`src/rtl/bnn_class_argmax_if.sv`:
```
`default_nettype none
// ============================================================================
// bnn_class_argmax_if : frame control, score stream and result bus | Rev 1.0
// ============================================================================
interface bnn_class_argmax_if #(
  parameter int IL = 11,
  parameter int CW = 3
);
  logic          iCLR;
  logic          iSTART;
  logic          iEN;
  logic [IL-1:0] iDATA;
  logic          oBUSY;
  logic          oDONE;
  logic [CW-1:0] oCLASS;
  logic [IL-1:0] oSCORE;
  logic          oERR;
  logic [IL-1:0] oMARGIN;

  modport master (
    output iCLR, iSTART, iEN, iDATA,
    input  oBUSY, oDONE, oCLASS, oSCORE, oERR, oMARGIN
  );

  modport slave (
    input  iCLR, iSTART, iEN, iDATA,
    output oBUSY, oDONE, oCLASS, oSCORE, oERR, oMARGIN
  );
endinterface
`default_nettype wire

```
`src/rtl/bnn_class_argmax.sv`:
```
`default_nettype none
// ============================================================================
// bnn_class_argmax : registered argmax over NCLS unsigned class scores/frame.
// BNN_ARGMAX_MARGIN_EN adds runner-up tracking for oMARGIN. | Rev 1.0
// ============================================================================
module bnn_class_argmax #(
  parameter int NCLS = 8,
  parameter int IL   = 11,
  parameter int CW   = 3
) (
  input wire                iCLK,
  input wire                iRSTn,
  bnn_class_argmax_if.slave bus
);

  typedef enum logic [1:0] {
    IDLE    = 2'd0,
    COLLECT = 2'd1,
    DONE    = 2'd2
  } state_t;

  localparam logic [CW-1:0] LAST = CW'(NCLS - 1);

  state_t        state_q, state_d;
  logic [CW-1:0] cnt_q, cnt_d;
  logic [IL-1:0] best_q, best_d;
  logic [CW-1:0] class_q, class_d;
  logic          err_q, err_d;
`ifdef BNN_ARGMAX_MARGIN_EN
  logic [IL-1:0] second_q, second_d;
  logic [IL-1:0] margin_q, margin_d;
`endif

  always_ff @(posedge iCLK or negedge iRSTn) begin
    if (!iRSTn) begin
      state_q  <= IDLE;
      cnt_q    <= '0;
      best_q   <= '0;
      class_q  <= '0;
      err_q    <= 1'b0;
`ifdef BNN_ARGMAX_MARGIN_EN
      second_q <= '0;
      margin_q <= '0;
`endif
    end else begin
      state_q  <= state_d;
      cnt_q    <= cnt_d;
      best_q   <= best_d;
      class_q  <= class_d;
      err_q    <= err_d;
`ifdef BNN_ARGMAX_MARGIN_EN
      second_q <= second_d;
      margin_q <= margin_d;
`endif
    end
  end

  always_comb begin
    state_d  = state_q;
    cnt_d    = cnt_q;
    best_d   = best_q;
    class_d  = class_q;
    err_d    = err_q;
`ifdef BNN_ARGMAX_MARGIN_EN
    second_d = second_q;
`endif
    if (bus.iCLR) begin
      state_d  = IDLE;
      cnt_d    = '0;
      best_d   = '0;
      class_d  = '0;
      err_d    = 1'b0;
`ifdef BNN_ARGMAX_MARGIN_EN
      second_d = '0;
`endif
    end else begin
      case (state_q)
        IDLE: begin
          if (bus.iSTART) begin
            state_d  = COLLECT;
            cnt_d    = '0;
            best_d   = '0;
            class_d  = '0;
            err_d    = 1'b0;
`ifdef BNN_ARGMAX_MARGIN_EN
            second_d = '0;
`endif
          end
          // A stray score is an error even on the start cycle; set beats clear.
          if (bus.iEN) err_d = 1'b1;
        end
        COLLECT: begin
          if (bus.iEN) begin
            if (cnt_q == '0) begin
              best_d   = bus.iDATA;
              class_d  = '0;
`ifdef BNN_ARGMAX_MARGIN_EN
              second_d = '0;
`endif
            end else if (bus.iDATA > best_q) begin
`ifdef BNN_ARGMAX_MARGIN_EN
              second_d = best_q;
`endif
              best_d   = bus.iDATA;
              class_d  = cnt_q;
            end
`ifdef BNN_ARGMAX_MARGIN_EN
            else if (bus.iDATA > second_q) begin
              second_d = bus.iDATA;
            end
`endif
            if (cnt_q == LAST) state_d = DONE;
            else               cnt_d   = cnt_q + 1'b1;
          end
        end
        DONE: begin
          state_d = IDLE;
          if (bus.iEN) err_d = 1'b1;
        end
        default: state_d = IDLE;
      endcase
    end
`ifdef BNN_ARGMAX_MARGIN_EN
    margin_d = best_d - second_d;
`endif
  end

  assign bus.oBUSY  = (state_q == COLLECT);
  assign bus.oDONE  = (state_q == DONE);
  assign bus.oCLASS = class_q;
  assign bus.oSCORE = best_q;
  assign bus.oERR   = err_q;
`ifdef BNN_ARGMAX_MARGIN_EN
  assign bus.oMARGIN = margin_q;
`else
  assign bus.oMARGIN = '0;
`endif

endmodule
`default_nettype wire

```
`src/flat_wrapper.sv`:
```
// flat-port wrapper written by rule: the top's interface ports become plain ports
module bnn_class_argmax_flat 
#(
  parameter int NCLS = 8,
  parameter int IL   = 11,
  parameter int CW   = 3
)
  (iCLK, iRSTn, bus_iCLR, bus_iSTART, bus_iEN, bus_iDATA, bus_oBUSY, bus_oDONE, bus_oCLASS, bus_oSCORE, bus_oERR, bus_oMARGIN);
  bnn_class_argmax_if #(.IL(IL), .CW(CW)) bus_i ();
  input wire iCLK;
  input wire iRSTn;
  input wire logic [$bits(bus_i.iCLR)-1:0] bus_iCLR;
  input wire logic [$bits(bus_i.iSTART)-1:0] bus_iSTART;
  input wire logic [$bits(bus_i.iEN)-1:0] bus_iEN;
  input wire logic [$bits(bus_i.iDATA)-1:0] bus_iDATA;
  output wire logic [$bits(bus_i.oBUSY)-1:0] bus_oBUSY;
  output wire logic [$bits(bus_i.oDONE)-1:0] bus_oDONE;
  output wire logic [$bits(bus_i.oCLASS)-1:0] bus_oCLASS;
  output wire logic [$bits(bus_i.oSCORE)-1:0] bus_oSCORE;
  output wire logic [$bits(bus_i.oERR)-1:0] bus_oERR;
  output wire logic [$bits(bus_i.oMARGIN)-1:0] bus_oMARGIN;
  assign bus_i.iCLR = bus_iCLR;
  assign bus_i.iSTART = bus_iSTART;
  assign bus_i.iEN = bus_iEN;
  assign bus_i.iDATA = bus_iDATA;
  assign bus_oBUSY = bus_i.oBUSY;
  assign bus_oDONE = bus_i.oDONE;
  assign bus_oCLASS = bus_i.oCLASS;
  assign bus_oSCORE = bus_i.oSCORE;
  assign bus_oERR = bus_i.oERR;
  assign bus_oMARGIN = bus_i.oMARGIN;
  bnn_class_argmax #(.NCLS(NCLS), .IL(IL), .CW(CW)) u_core (.iCLK(iCLK), .iRSTn(iRSTn), .bus(bus_i));
endmodule
```
`config.mk`:
```
export PLATFORM = sky130hd
export DESIGN_NAME = bnn_class_argmax_flat
export DESIGN_NICKNAME = d
export VERILOG_FILES = /design/src/rtl/bnn_class_argmax_if.sv /design/src/rtl/bnn_class_argmax.sv /design/src/flat_wrapper.sv
export SDC_FILE = /design/constraint.sdc
export NUM_CORES = 1
export LEC_CHECK = 0
export CORE_AREA = 8 8 69 71
export DETAILED_ROUTE_END_ITERATION = 6
export DIE_AREA = 0 0 77 79
export DONT_BUFFER_PORTS = 1
export GPL_TIMING_DRIVEN = 0
export PLACE_DENSITY = 0.54
export SETUP_SLACK_MARGIN = 0.3
export SLEW_MARGIN = 20
export SYNTH_ARGS = -nofsm -noshare
export SYNTH_HDL_FRONTEND = slang
export SYNTH_SLANG_ARGS = --single-unit
```
`constraint.sdc`:
```
create_clock -name iCLK -period 2.73 [get_ports iCLK]
set_input_delay 0.6825 -clock iCLK [delete_from_list [all_inputs] [get_ports iCLK]]
set_output_delay 0.6825 -clock iCLK [all_outputs]
set_load 0.01 [all_outputs]
```
==> results.md <==
Detailed routing:
- The routed wirelength normalized by instance count is 13.5 µm.
- Using the TritonRoute via totals, the vias-per-cell ratio works out to 4.62.
- The iteration count of the initial detailed-routing pass is 4.
- The routed via count is 933.
- The detailed-route wire length is 2720 µm.
- The number of routed nets with antenna violations is 0.
- The post-route DRC violation count is 0.
- For this block, the initial DRC count from the detailed router was 23.

Worst setup path:
- On the critical path, the stage with the largest delay is an instance of sky130_fd_sc_hd__dfrtp_1.
- At the worst endpoint, the arrival time is 2.31 ns.
- The reg-to-reg critical path endpoint is u_core.bus.oSCORE[3].
- The launching instance or port of the critical path is u_core.bus.oSCORE[6].
- The count of buffer and inverter cells on the critical path is 2.
- The endpoint required time on the critical path is 2.87 ns.
- The family of cells with the greatest summed delay on the critical path is compound AO/OA/AOI/OAI gates.
- The length in cells of the worst reg-to-reg path is 8.
- The critical path class is flip-flop to flip-flop.
- The maximum net fanout on the critical path is 10.
- The worst reg2reg path startpoint is u_core.bus.oSCORE[6].
- The slack of the worst reg-to-reg path is 0.56 ns.
- The worst setup path is launched from a flip-flop.
- The highest cell delay on the worst timing path is 0.40 ns.
- The endpoint type of the worst setup path is a flip-flop.
- The critical path goes through inv_1 -> ha_1 -> nand3_1 -> a211o_1 -> and2_1 -> a221o_2 -> buf_6 -> mux2i_1.

Cells and area:
- The final design utilization is 39.4%.
- The net count of the finished layout is 183.
- The antenna diode count is 0.
- The layout has 405 filler cells.
- The area overhead of the layout relative to synthesis is 12.9%.
- The share of post-route cells with drive strength above 1 is 13.2%.

Synthesis:
- The average cell area after synthesis is 9.60 µm².
- The cell count after synthesis came out at 138.
- The flip-flop cell with the highest count after synthesis is sky130_fd_sc_hd__dfrtp_1.
- The post-synthesis async set-or-reset flop share is 100%.
- Synthesis inferred 20 register bits.
- The number of warnings printed during yosys synthesis is 0.
- The count of different cell masters after synthesis is 29.
- After synthesis, flip-flops and latches occupy 37.8% of the total area.
- The synthesized area is 0.00133 mm².
- The number of synthesized flops with an enable pin is 0.

CTS:
- For the worst-skew pair, the clock arrives at the later sink with an insertion delay of 0.27 ns.
- In this run the number of H-tree levels came out at 1.
- The TritonCTS clock tree is yes.
- Clock-pin slew was measured on the worst setup and hold paths at 0.08 ns.
- Clock tree synthesis found a total of 20 sinks.
- The maximum clock path buffer count is 2.
- Clock tree synthesis inserted a total of 3 buffers.
- The buffers inserted during post-CTS setup optimization is 0.
- The CTS root buffer is sky130_fd_sc_hd__clkbuf_8.
- The post-cts gate resize count is 0.
- The hold buffer count at CTS is 0.

STA:
- The number of hold violations in the final report is 0.
- Setup repair after global routing left no endpoint under its margin.
- The part of the cycle the worst path needs is 79.3%.
- The minimum clock period after layout is 2.17 ns.
- The clock skew is 0.0108 ns.
- The number of pins exceeding their max-slew limit in the final report is 0.
- Setup violations remaining at the end of the flow were counted as 0.
- Static timing analysis puts the maximum clock frequency at 462 MHz.
- After routing, the total negative slack on setup checks comes to 0 ns.

Hold path:
- The type of the worst min-delay path is input port to async pin.

Global route:
- Global routing finished with a remaining overflow of 0.
- The wire length of the first global-routing pass is 4580 µm.
- The largest net degree at the start of global routing is 21.
- The via count of the first global-routing pass was 1,004.
- The number of antenna violations at the first check in global routing is 0.
- Global routing consumed, over all layers together, 9.42% of the routing resources.

Pwr:
- Across the VDD grid, the largest voltage drop is 343 µV.
- The power density of the placed cells is 491 mW/mm².
- Overall power consumption after layout is estimated at 0.734 mW.
- In this run the static leakage power is 0.731 nW.

Floorplan:
- The area of the die is 0.00608 mm².
- The die is 79 µm tall.
- Measured along the x axis, the die boundary spans 77 µm.
- For this configuration, the core starts out at a cell density of 34.9%.
- The core region is 0.00380 mm².
- For this design the top-level I/O count stands at 44.
- The row count is 23.

Placed design:
- In this run the tool buffered the top-level ports with 0 buffer cells.
- The final HPWL from detailed placement is 2200 µm.
- Routability-driven placement finished with a final weighted congestion of 0.718.

Run status:
- The flow ran to the end, and the final reports show no timing, DRC or antenna violations.

Flow run:
- The tool flagged a number of max-cap violations equal to 0.
## worst max path at each step
stage                                end  slack (ns)  depth (start not counted)
floorplan           u_core.bus.oSCORE[0]        0.50                          7
global placement    u_core.bus.oSCORE[7]        0.37                          7
detailed placement  u_core.bus.oSCORE[9]        0.34                          7
CTS                 u_core.bus.oSCORE[9]        0.52                          8
global route        u_core.bus.oSCORE[9]        0.41                          8
finish              u_core.bus.oSCORE[3]        0.56                          8
## where the power goes
group / switching [mW] / internal [mW] / total, mW
clock: 0.105 / 0.196 / 0.301
combinational: 0.0591 / 0.0530 / 0.112
sequential: 0.0132 / 0.308 / 0.321
total: 0.177 / 0.557 / 0.734
## final cells by class
type	count	area (µm²)	area share, %
multi-input combinational	98	693	46.3
tap	50	62.6	4.18
buffer	14	109	7.27
clock buffer	3	41.3	2.76
clock inverter	1	30.0	2.01
sequential	20	500	33.4
inverter	16	60.1	4.01
## sequential cells by signal, indices dropped and copies added (netlist names)
signal             cells
u_core.cnt_q           3
u_core.bus.oCLASS      3
u_core.state_q         2
u_core.bus.oSCORE     11
u_core.bus.oERR        1
## cells by family after synthesis
| kind of cell | synth area share (%) |
|---|---|
| other cells | 0.283 |
| simple gates | 16.3 |
| buf+inv | 12.7 |
| compound gates | 10.6 |
| fa+ha+maj | 13.2 |
| flops | 37.8 |
| mux | 9.07 |
## stage by stage
stage	cell area (µm²)	hold slack, ns	setup slack [ns]	std cells
floorplan	1360	0.387	0.504	148
global placement	1430	0.388	0.365	198
detailed placement	1430	0.388	0.344	198
CTS	1500	0.0869	0.523	202
global route	1500	0.0830	0.413	202
finish	1500	0.0983	0.564	202
## cells in the final DEF (no fill, tap or decap), drive strengths merged
master / instances
a21boi: 1
a221o: 1
a22o: 3
nor3: 1
nand4: 1
and4b: 1
conb: 11
nand2: 20
or2: 1
inv: 16
nand3: 5
bufinv: 1
o21ai: 4
nand3b: 2
and2: 1
dfrtp: 20
buf: 13
and3: 2
clkbuf: 4
o21bai: 1
a21oi: 5
ha: 14
nor3b: 1
nor2: 3
a211o: 1
nor2b: 3
nor4: 1
mux2i: 12
a21o: 3
## synth_stat cells, types with 2 or more instances
master / n / share of area, %
sky130_fd_sc_hd__nor2_1: 3 / 0.85
sky130_fd_sc_hd__and3_1: 2 / 0.94
sky130_fd_sc_hd__nand3_1: 5 / 1.9
sky130_fd_sc_hd__buf_4: 11 / 6.2
sky130_fd_sc_hd__nand2_1: 20 / 5.7
sky130_fd_sc_hd__mux2i_1: 12 / 9.1
sky130_fd_sc_hd__dfrtp_1: 20 / 38
sky130_fd_sc_hd__buf_6: 2 / 1.7
sky130_fd_sc_hd__inv_1: 16 / 4.5
sky130_fd_sc_hd__nand3b_1: 2 / 1.1
sky130_fd_sc_hd__a21o_1: 3 / 1.7
sky130_fd_sc_hd__ha_1: 14 / 13
sky130_fd_sc_hd__nor2b_1: 3 / 1.4
sky130_fd_sc_hd__a21oi_1: 5 / 1.9
sky130_fd_sc_hd__o21ai_0: 4 / 1.5
sky130_fd_sc_hd__a22o_1: 3 / 2.0
## worst reg2reg max path, stage by stage, from the launching register on
cell and delay [ns]:
sky130_fd_sc_hd__dfrtp_1 0.40, sky130_fd_sc_hd__inv_1 0.08, sky130_fd_sc_hd__ha_1 0.29, sky130_fd_sc_hd__nand3_1 0.13, sky130_fd_sc_hd__a211o_1 0.31, sky130_fd_sc_hd__and2_1 0.14, sky130_fd_sc_hd__a221o_2 0.39, sky130_fd_sc_hd__buf_6 0.18
sky130_fd_sc_hd__mux2i_1 0.12
## routing by layer
layer  global-route usage (%)  wire (µm)
met5                        0          0
met4                     2.83         40
met3                     5.08        291
met2                     17.8       1410
met1                     8.51        983
Note: power is estimated with default switching activity, not from simulation.
